$ cat src/rtl/pipeline_hazard_ctrl_pkg.sv
// Shared types and constants for the hazard controller: FSM states,
// forward-select encodings and the default register-index width.
package pipeline_hazard_ctrl_pkg;

    localparam int REG_ADDR_WIDTH = 5;

    typedef enum logic {
        RUN      = 1'b0,
        MEM_WAIT = 1'b1
    } state_t;

    localparam logic [1:0] FWD_REG = 2'b00;
    localparam logic [1:0] FWD_MEM = 2'b10;
    localparam logic [1:0] FWD_WB  = 2'b01;

endpackage

$ cat src/rtl/pipeline_hazard_ctrl_if.sv
// Per-operand forwarding bundle: the hazard unit (master) supplies the source
// and the M/W destinations, forward_sel (slave) returns the operand select.
interface pipeline_hazard_ctrl_if #(
    parameter int AW = pipeline_hazard_ctrl_pkg::REG_ADDR_WIDTH
);
    logic [AW-1:0] rs;
    logic [AW-1:0] rd_m;
    logic [AW-1:0] rd_w;
    logic          reg_write_m;
    logic          reg_write_w;
    logic [1:0]    fwd;

    modport master (output rs, rd_m, rd_w, reg_write_m, reg_write_w, input fwd);
    modport slave  (input rs, rd_m, rd_w, reg_write_m, reg_write_w, output fwd);
endinterface

$ cat src/rtl/pipeline_hazard_ctrl_forward_sel.sv
// Forwarding compare for one ALU operand; the younger M result wins over W,
// and x0 never forwards.
module forward_sel
    import pipeline_hazard_ctrl_pkg::*;
(
    pipeline_hazard_ctrl_if.slave fs
);
    logic hit_m;
    logic hit_w;

    assign hit_m  = fs.reg_write_m && (fs.rd_m != '0) && (fs.rd_m == fs.rs);
    assign hit_w  = fs.reg_write_w && (fs.rd_w != '0) && (fs.rd_w == fs.rs);
    assign fs.fwd = hit_m ? FWD_MEM : (hit_w ? FWD_WB : FWD_REG);
endmodule

$ cat src/rtl/pipeline_hazard_ctrl.sv
// Pipeline hazard controller: load-use / branch / memory-wait stalls and flushes,
// operand forwarding (build with FORWARDING_EN; otherwise RAW hazards stall).
module pipeline_hazard_ctrl #(
    parameter int REG_ADDR_WIDTH = pipeline_hazard_ctrl_pkg::REG_ADDR_WIDTH,
    parameter int CNT_WIDTH      = 32,
    parameter int MEM_TIMEOUT    = 16
) (
    input  logic                      clk,
    input  logic                      rst,
    input  logic [REG_ADDR_WIDTH-1:0] rs1D_i,
    input  logic [REG_ADDR_WIDTH-1:0] rs2D_i,
    input  logic [REG_ADDR_WIDTH-1:0] rs1E_i,
    input  logic [REG_ADDR_WIDTH-1:0] rs2E_i,
    input  logic [REG_ADDR_WIDTH-1:0] rdE_i,
    input  logic [REG_ADDR_WIDTH-1:0] rdM_i,
    input  logic [REG_ADDR_WIDTH-1:0] rdW_i,
    input  logic                      regWriteE_i,
    input  logic                      regWriteM_i,
    input  logic                      regWriteW_i,
    input  logic                      resultSrcE_i,
    input  logic                      pcSrcE_i,
    input  logic                      memReqM_i,
    input  logic                      memAckM_i,
    output logic                      stallF_o,
    output logic                      stallD_o,
    output logic                      stallE_o,
    output logic                      stallM_o,
    output logic                      flushD_o,
    output logic                      flushE_o,
    output logic                      flushW_o,
    output logic [1:0]                forwardAE_o,
    output logic [1:0]                forwardBE_o,
    output logic [CNT_WIDTH-1:0]      stallCnt_o,
    output logic                      memErr_o
);
    import pipeline_hazard_ctrl_pkg::*;

    localparam int WAIT_W = $clog2(MEM_TIMEOUT + 1);

    state_t            state, state_nxt;
    logic [WAIT_W-1:0] wait_cnt;
    logic              mem_stall;
    logic              load_use;
    logic              raw_stall;
    logic              any_stall;

    always_ff @(posedge clk) begin
        if (rst) state <= RUN;
        else     state <= state_nxt;
    end

    // The cycle the ack arrives is not stalled: M completes and the pipe moves.
    always_comb begin
        state_nxt = state;
        mem_stall = 1'b0;
        case (state)
            RUN: begin
                if (memReqM_i && !memAckM_i) begin
                    state_nxt = MEM_WAIT;
                    mem_stall = 1'b1;
                end
            end
            MEM_WAIT: begin
                if (memAckM_i) state_nxt = RUN;
                else           mem_stall = 1'b1;
            end
            default: state_nxt = RUN;
        endcase
    end

    assign load_use = resultSrcE_i && (rdE_i != '0) &&
                      ((rdE_i == rs1D_i) || (rdE_i == rs2D_i));

`ifdef FORWARDING_EN
    pipeline_hazard_ctrl_if #(.AW(REG_ADDR_WIDTH)) fa_if ();
    pipeline_hazard_ctrl_if #(.AW(REG_ADDR_WIDTH)) fb_if ();

    assign fa_if.rs          = rs1E_i;
    assign fa_if.rd_m        = rdM_i;
    assign fa_if.rd_w        = rdW_i;
    assign fa_if.reg_write_m = regWriteM_i;
    assign fa_if.reg_write_w = regWriteW_i;
    assign fb_if.rs          = rs2E_i;
    assign fb_if.rd_m        = rdM_i;
    assign fb_if.rd_w        = rdW_i;
    assign fb_if.reg_write_m = regWriteM_i;
    assign fb_if.reg_write_w = regWriteW_i;

    forward_sel u_fwd_a (.fs(fa_if));
    forward_sel u_fwd_b (.fs(fb_if));

    assign raw_stall   = load_use;
    assign forwardAE_o = rst ? FWD_REG : fa_if.fwd;
    assign forwardBE_o = rst ? FWD_REG : fb_if.fwd;

    logic unused_nofwd;
    assign unused_nofwd = regWriteE_i;
`else
    // No bypass network: any in-flight nonzero write to a decode source must wait.
    logic raw_e;
    logic raw_m;
    assign raw_e = regWriteE_i && (rdE_i != '0) && ((rdE_i == rs1D_i) || (rdE_i == rs2D_i));
    assign raw_m = regWriteM_i && (rdM_i != '0) && ((rdM_i == rs1D_i) || (rdM_i == rs2D_i));

    assign raw_stall   = load_use || raw_e || raw_m;
    assign forwardAE_o = FWD_REG;
    assign forwardBE_o = FWD_REG;

    logic unused_fwd;
    assign unused_fwd = ^{rs1E_i, rs2E_i, rdW_i, regWriteW_i};
`endif

    // A memory stall holds E, so a pending branch is simply seen again later.
    always_comb begin
        stallF_o = 1'b0;
        stallD_o = 1'b0;
        stallE_o = 1'b0;
        stallM_o = 1'b0;
        flushD_o = 1'b0;
        flushE_o = 1'b0;
        flushW_o = 1'b0;
        if (!rst) begin
            if (mem_stall) begin
                stallF_o = 1'b1;
                stallD_o = 1'b1;
                stallE_o = 1'b1;
                stallM_o = 1'b1;
                flushW_o = 1'b1;
            end else if (pcSrcE_i) begin
                flushD_o = 1'b1;
                flushE_o = 1'b1;
            end else if (raw_stall) begin
                stallF_o = 1'b1;
                stallD_o = 1'b1;
                flushE_o = 1'b1;
            end
        end
    end

    assign any_stall = stallF_o || stallD_o || stallE_o || stallM_o;

    always_ff @(posedge clk) begin
        if (rst) begin
            wait_cnt <= '0;
            memErr_o <= 1'b0;
        end else begin
            if (state == MEM_WAIT && state_nxt == MEM_WAIT) begin
                if (wait_cnt != WAIT_W'(MEM_TIMEOUT)) wait_cnt <= wait_cnt + 1'b1;
            end else begin
                wait_cnt <= '0;
            end
            if (state == MEM_WAIT && wait_cnt == WAIT_W'(MEM_TIMEOUT - 1))
                memErr_o <= 1'b1;
        end
    end

    always_ff @(posedge clk) begin
        if (rst)                                  stallCnt_o <= '0;
        else if (any_stall && (stallCnt_o != '1)) stallCnt_o <= stallCnt_o + 1'b1;
    end
endmodule

$ cat config.mk
export PLATFORM = sky130hd
export DESIGN_NAME = pipeline_hazard_ctrl
export DESIGN_NICKNAME = d
export VERILOG_FILES = /design/src/rtl/pipeline_hazard_ctrl_pkg.sv /design/src/rtl/pipeline_hazard_ctrl_if.sv /design/src/rtl/pipeline_hazard_ctrl_forward_sel.sv /design/src/rtl/pipeline_hazard_ctrl.sv
export SDC_FILE = /design/constraint.sdc
export NUM_CORES = 1
export LEC_CHECK = 0
export ABC_CLOCK_PERIOD_IN_PS = 5450
export CAP_MARGIN = 20
export CORE_UTILIZATION = 41
export DETAILED_ROUTE_END_ITERATION = 6
export GPL_TIMING_DRIVEN = 0
export PLACE_DENSITY = 0.81
export SLEW_MARGIN = 20
export SYNTH_ARGS = -nofsm -noshare
export SYNTH_HDL_FRONTEND = slang
export SYNTH_SLANG_ARGS = --single-unit
export TNS_END_PERCENT = 100
$ cat constraint.sdc
create_clock -name clk -period 5.45 [get_ports clk]
set_input_delay 1.09 -clock clk [delete_from_list [all_inputs] [get_ports clk]]
set_output_delay 1.09 -clock clk [all_outputs]
set_load 0.005 [all_outputs]
==> results of run 1 <==
[final timing paths]
check | from | to | slack [ns] | depth (start not counted)
worst max-delay path | rdE_i[1] | stallF_o | 0.55 | 9
worst min-delay path | memErr_o | memErr_o | 0.48 | 2
worst max register to register | stallCnt_o[0] | stallCnt_o[21] | 2.81 | 11
worst min register to register | memErr_o | memErr_o | 0.48 | 2
[metal layers]
layer | GRT usage | vias to the layer above | part of all wire
li1 | - | 1216 | -
met1 | 0.261 | 1122 | 0.45
met2 | 0.351 | 74 | 0.48
met3 | 0.0376 | 5 | 0.052
met4 | 0.0679 | 0 | 0.012
met5 | 0 | - | 0
[worst register-to-register path: cells and delay by family, from the launching register on]
kind            cells  cell delay (ns)
simple gates        6             1.46
buf+inv             3             0.37
flops               1             0.36
fa+ha+maj           1             0.24
compound gates      1             0.13
[stage by stage]
stage | power, W | instances | utilization | cell area (µm²) | worst slack [ns]
floorplan | 0.000332 | 291 | - | 2350 | 1.77
global placement | 0.000372 | 430 | 0.564 | 3110 | 0.529
detailed placement | 0.000373 | 430 | 0.564 | 3110 | 0.564
CTS | 0.000622 | 438 | 0.586 | 3220 | 0.542
global route | 0.000645 | 438 | 0.586 | 3220 | 0.344
finish | 0.000619 | 438 | 0.586 | 3220 | 0.550
[layout make-up]
cell class	instances	share of cell area
multi-input combinational	217	0.427
sequential	39	0.242
timing repair buffer	67	0.208
buffer	23	0.0442
tap	72	0.0279
clock buffer	6	0.0256
inverter	12	0.0140
clock inverter	2	0.0109
[cells in the mapped netlist, drive strengths merged (2+ instances only)]
cell type  number
xnor2          22
o31a            3
o22ai           2
nor4            4
inv            11
nand3          20
o31ai          11
buf            16
o21a            4
and2            2
o21ai          12
clkbuf          7
o41ai           4
or3            12
nor3            7
dfxtp          39
nand2          20
or4            14
nor2           12
or2             2
o311ai          4
and3           11
a21oi          24
o211ai          2
nand4           8
ha              4
[state kept, by name, indices dropped and copies added (netlist names)]
signal	count
state	1
wait_cnt	5
memErr_o	1
stallCnt_o	32
[report_power, final]
group | total (W) | switching (W) | internal [W]
Sequential | 0.000287 | 0.00000139 | 0.000286
Clock | 0.000253 | 0.000104 | 0.000148
Combinational | 0.0000792 | 0.0000362 | 0.0000429
Total | 0.000619 | 0.000142 | 0.000477
[cell families (layout without fill, tap and decap cells)]
| group | count (synthesis) | in the layout | synth area share |
|---|---|---|---|
| AOI/OAI and AO/OA | 70 | 70 | 0.193 |
| DFF | 39 | 39 | 0.334 |
| other | 1 | 4 | 0.00161 |
| and+or+nand+nor | 114 | 114 | 0.274 |
| muxes | 2 | 2 | 0.00911 |
| adders and majority gates | 4 | 4 | 0.0214 |
| xor gates and xnor gates | 23 | 23 | 0.0863 |
| buffers and inverters | 35 | 110 | 0.0804 |
==> flow_metrics.env, run 1 <==
export IMPL_status="completed"
export IMPL_num_io_pins=88
export IMPL_synth_flop_cell="dfxtp_1"
export IMPL_synth_cell_types=43
export IMPL_synth_top_cells_by_area="dfxtp_1, xnor2_1, a21oi_1"
export IMPL_grt_max_degree=13
export IMPL_grt_use_total=0.206
export IMPL_finalCriticalPeriod_ns=4.90
export IMPL_nets=413
export IMPL_place_congestion=0.801
export IMPL_tritoncts="built"
export IMPL_final_cell_mix="clkdlybuf4s50_1, dfxtp_1, a21oi_1, xnor2_1"
export IMPL_worstSkewPairLatency_ns=0.29
export IMPL_clk_pin_slew_ns=0.08
export IMPL_path_class="input pin to output port"
export IMPL_critPathCaptureType="output port"
export IMPL_fin_setup_tns_ns=0
export IMPL_n_antenna_cell=0
export IMPL_die_h_um=77.5
export IMPL_grt_ovfl_total=0
export IMPL_netlist_instances=288
export IMPL_cellPowerDensity_nw_per_um2=192
export IMPL_cts_max_level=2
export IMPL_dr_first_iter_drc_count=148
export IMPL_ys_ff_latch=39
export IMPL_area_growth_pct=38.1
export IMPL_cp_slowest_cell="or4_1"
export IMPL_totalWireLength_mm=5.92
export IMPL_ctsResizeCount=0
export IMPL_wl_per_cell_um=13.5
export IMPL_seq_area_um2=781
export IMPL_clock_sinks=39
export IMPL_yosysSeqAreaShare=0.334
export IMPL_required_ns=4.36
export IMPL_nFillCells=480
export IMPL_yosysTopAreaCellShare=0.334
export IMPL_syn_area_um2=2330
export IMPL_multiInputGateArea_um2=1380
export IMPL_grt_pass1_vias=2279
export IMPL_async_flop_share=0
export IMPL_root_buffer="clkbuf_8"
export IMPL_finalCritPeriodShare=0.899
export IMPL_crit_path_cell_trace="clkdlybuf4s50_1 -> or4_1 -> o22a_1 -> a32oi_1 -> o31a_1 -> buf_2 -> inv_1 -> buf_4 -> clkdlybuf4s50_1"
export IMPL_maxCapViolCount=0
export IMPL_first_pass_iters=4
export IMPL_arrival_ns=3.81
export IMPL_rows=27
export IMPL_num_vias=2417
export IMPL_holdCritPathClass="flip-flop to flip-flop"
export IMPL_cts_made_buffers=5
export IMPL_start_util=0.424
export IMPL_finalHoldViolCount=0
export IMPL_synth_area_leader_cell="dfxtp_1"
export IMPL_ys_warn_count=0
export IMPL_syn_avg_cell_area_um2=8.11
export IMPL_relSlewSlack=0.623
export IMPL_fmax_mhz=204
export IMPL_worstMarginPinSlew_ns=0.561
export IMPL_antenna_found_initial=0
export IMPL_crit_family="buffers and inverters"
export IMPL_final_common_cell="clkdlybuf4s50_1"
export IMPL_grt_pass1_wl_mm=10.1
export IMPL_critical_path_buf_inv_count=5
export IMPL_port_buffers=67
export IMPL_ir_worst_vdd_mv=0.100
export IMPL_worst_setup_path_start_kind="input pin"
export IMPL_core_um2=5510
export IMPL_holdWs_ns=0.483
export IMPL_die_area_um2=6000
export IMPL_drc=0
export IMPL_cellLeakagePower_nw=1.08
export IMPL_setup_violations=0
export IMPL_cts_path_max_buffers=2
export IMPL_path_max_fanout=10
export IMPL_rsz0062_at_grt="no"
export IMPL_ant_nets=0
export IMPL_hold_buffers=0
export IMPL_synth_edf_count=0
export IMPL_fin_worst_skew_ns=0.00715
export IMPL_critPathMaxStageDelay_ns=0.54
export IMPL_die_x_um=77.5
export IMPL_worst_path_most_repeated_cell="clkdlybuf4s50_1"
export IMPL_dp_hpwl_mm=4.40
export IMPL_drive_gt1_frac=0.0847
export IMPL_post_cts_buffers=0
export IMPL_finalMaxSlewViolations=0
export IMPL_viasPerCell=5.52
(Power assumes the default switching activity.)
==> run 2: changes to the inputs <==
CAP_MARGIN = 15   (was 20)
==> results of run 2 <==
Final layout, timing and power as in run 1 (identical DEF).
==> run 3: changes to the inputs <==
CORE_UTILIZATION = 40   (was 41)
CTS_CLUSTER_DIAMETER = 40   (was not set)
PLACE_DENSITY = 0.8   (was 0.81)
SLEW_MARGIN = not set   (was 20)
==> run 3 against run 2 <==
Net effect: sequential power is essentially flat; final cell count is the same; via count grew 0.74%; total power shrank 9.9%; sequential share of layout area grew 0.28 points; routed wire length grew 2.1%; core utilization shrank 1.4 points; worst hold slack gained 0.0059 ns; first-iteration DRC count shrank 8.1%; critical path depth is the same; clock skew shrank 0.0020 ns; highest routed layer unchanged.
==> flow_metrics.env, run 3 (synthesized netlist as in run 1, its figures left out) <==
export IMPL_place_area_um2=3110
export IMPL_drc=0
export IMPL_finalHoldViolCount=0
export IMPL_largest_reg_flops=32
export IMPL_cts_path_max_buffers=2
export IMPL_grt_use_total=0.205
export IMPL_area_growth_pct=36.5
export IMPL_cellPowerDensity_nw_per_um2=175
export IMPL_setup_violations=0
export IMPL_cts_max_level=2
export IMPL_final_common_cell="clkdlybuf4s50_1"
export IMPL_first_pass_iters=4
export IMPL_finalMaxSlewViolations=0
export IMPL_num_vias=2435
export IMPL_nets=413
export IMPL_path_class="input pin to output port"
export IMPL_holdPathEnd="memErr_o"
export IMPL_hold_buffers=0
export IMPL_drive_gt1_frac=0.0792
export IMPL_fin_setup_tns_ns=0
export IMPL_dp_hpwl_mm=4.56
export IMPL_worstMarginPinSlew_ns=0.543
export IMPL_die_x_um=78.4
export IMPL_ctsResizeCount=0
export IMPL_core_um2=5570
export IMPL_r2r_setup_slack_ns=2.77
export IMPL_wl_per_cell_um=13.8
export IMPL_holdCritPathClass="flip-flop to flip-flop"
export IMPL_top_regs="stallCnt_o: 32 flops, wait_cnt: 5 flops"
export IMPL_viasPerCell=5.56
export IMPL_path_max_fanout=10
export IMPL_grt_pass1_wl_mm=10.1
export IMPL_antenna_found_initial=0
export IMPL_finish_utilization=0.572
export IMPL_cellLeakagePower_nw=1.06
export IMPL_regToRegEndpoint="stallCnt_o[3]"
export IMPL_worst_setup_path_start_kind="input pin"
export IMPL_rows=27
export IMPL_n_antenna_cell=0
export IMPL_arrival_ns=3.85
export IMPL_start_util=0.419
export IMPL_hp_start="memErr_o"
export IMPL_dr_first_iter_drc_count=136
export IMPL_fin_worst_skew_ns=0.00515
export IMPL_port_buffers=67
export IMPL_clk_pin_slew_ns=0.07
export IMPL_finalCriticalPeriod_ns=4.94
export IMPL_totalWireLength_mm=6.04
export IMPL_clock_sinks=39
export IMPL_timing_rr_start="stallCnt_o[0]"
export IMPL_required_ns=4.36
export IMPL_reg2reg_depth=12
export IMPL_root_buffer="clkbuf_8"
export IMPL_grt_max_degree=12
export IMPL_finalCritPeriodShare=0.906
export IMPL_cts_made_buffers=5
export IMPL_die_area_um2=6150
export IMPL_fin_area_um2=3190
export IMPL_ant_nets=0
export IMPL_final_cell_mix="clkdlybuf4s50_1, dfxtp_1, a21oi_1, xnor2_1"
export IMPL_maxCapViolCount=0
export IMPL_hold_depth=2
export IMPL_fmax_mhz=202
export IMPL_grt_ovfl_total=0
export IMPL_place_congestion=0.809
export IMPL_ir_worst_vdd_mv=0.106
export IMPL_critPathCaptureType="output port"
export IMPL_grt_pass1_vias=2262
export IMPL_relSlewSlack=0.635
export IMPL_num_io_pins=88
export IMPL_top_register="stallCnt_o"
export IMPL_worstSkewPairLatency_ns=0.29
export IMPL_die_h_um=78.4
export IMPL_nFillCells=520
export IMPL_status="completed"
export IMPL_post_cts_buffers=0
export IMPL_rsz0062_at_grt="no"
export IMPL_tritoncts="built"
[run 3: cell type report]
type	instances	area [µm²]	share of cell area
multi-input combinational	217	1380	0.432
sequential	39	781	0.245
timing repair buffer	67	671	0.210
buffer	23	143	0.0447
tap	72	90.1	0.0283
clock buffer	7	76.3	0.0239
inverter	12	45.0	0.0141
clock inverter	1	5.00	0.00157
[run 3: power breakdown]
part	switching [W]	total [W]	internal, W
Sequential	0.00000148	0.000287	0.000286
Clock	0.000100	0.000190	0.0000899
Combinational	0.0000373	0.0000803	0.0000430
[run 3: worst max path at each step]
| stage | from | endpoint | cells past startpoint |
|---|---|---|---|
| 6_report | rdE_i[1] | stallF_o | 9 |
| 5_1_grt | rdE_i[1] | stallF_o | 9 |
| 4_1_cts | rdE_i[1] | stallF_o | 9 |
| 3_5_place_dp | rdE_i[1] | stallF_o | 9 |
| 3_3_place_gp | rdE_i[1] | stallF_o | 9 |
| 2_1_floorplan | rdE_i[1] | stallF_o | 7 |
[run 3: critical path, cell delays in order]
cell             delay (ns)
clkdlybuf4s50_1        0.47
or4_1                  0.54
o22a_1                 0.20
a32oi_1                0.23
o31a_1                 0.30
buf_2                  0.27
inv_1                  0.15
buf_4                  0.16
clkdlybuf4s50_1        0.43
[run 3: layer usage]
layer  wire, µm  vias to the layer above  GRT usage
met2       2920                       91      0.346
li1           -                     1211          -
met5          0                        -          0
met4         78                        0     0.0926
met1       2650                     1125      0.251
met3        398                        8     0.0384
[run 3: stage by stage]
stage / hold WS, ns / setup slack, ns / total power, W / cells
floorplan: 0.460 / 1.77 / 0.000332 / 291
global placement: 0.458 / 0.496 / 0.000373 / 430
detailed placement: 0.475 / 0.519 / 0.000374 / 430
CTS: 0.493 / 0.506 / 0.000561 / 438
global route: 0.531 / 0.396 / 0.000583 / 438
finish: 0.489 / 0.510 / 0.000558 / 438
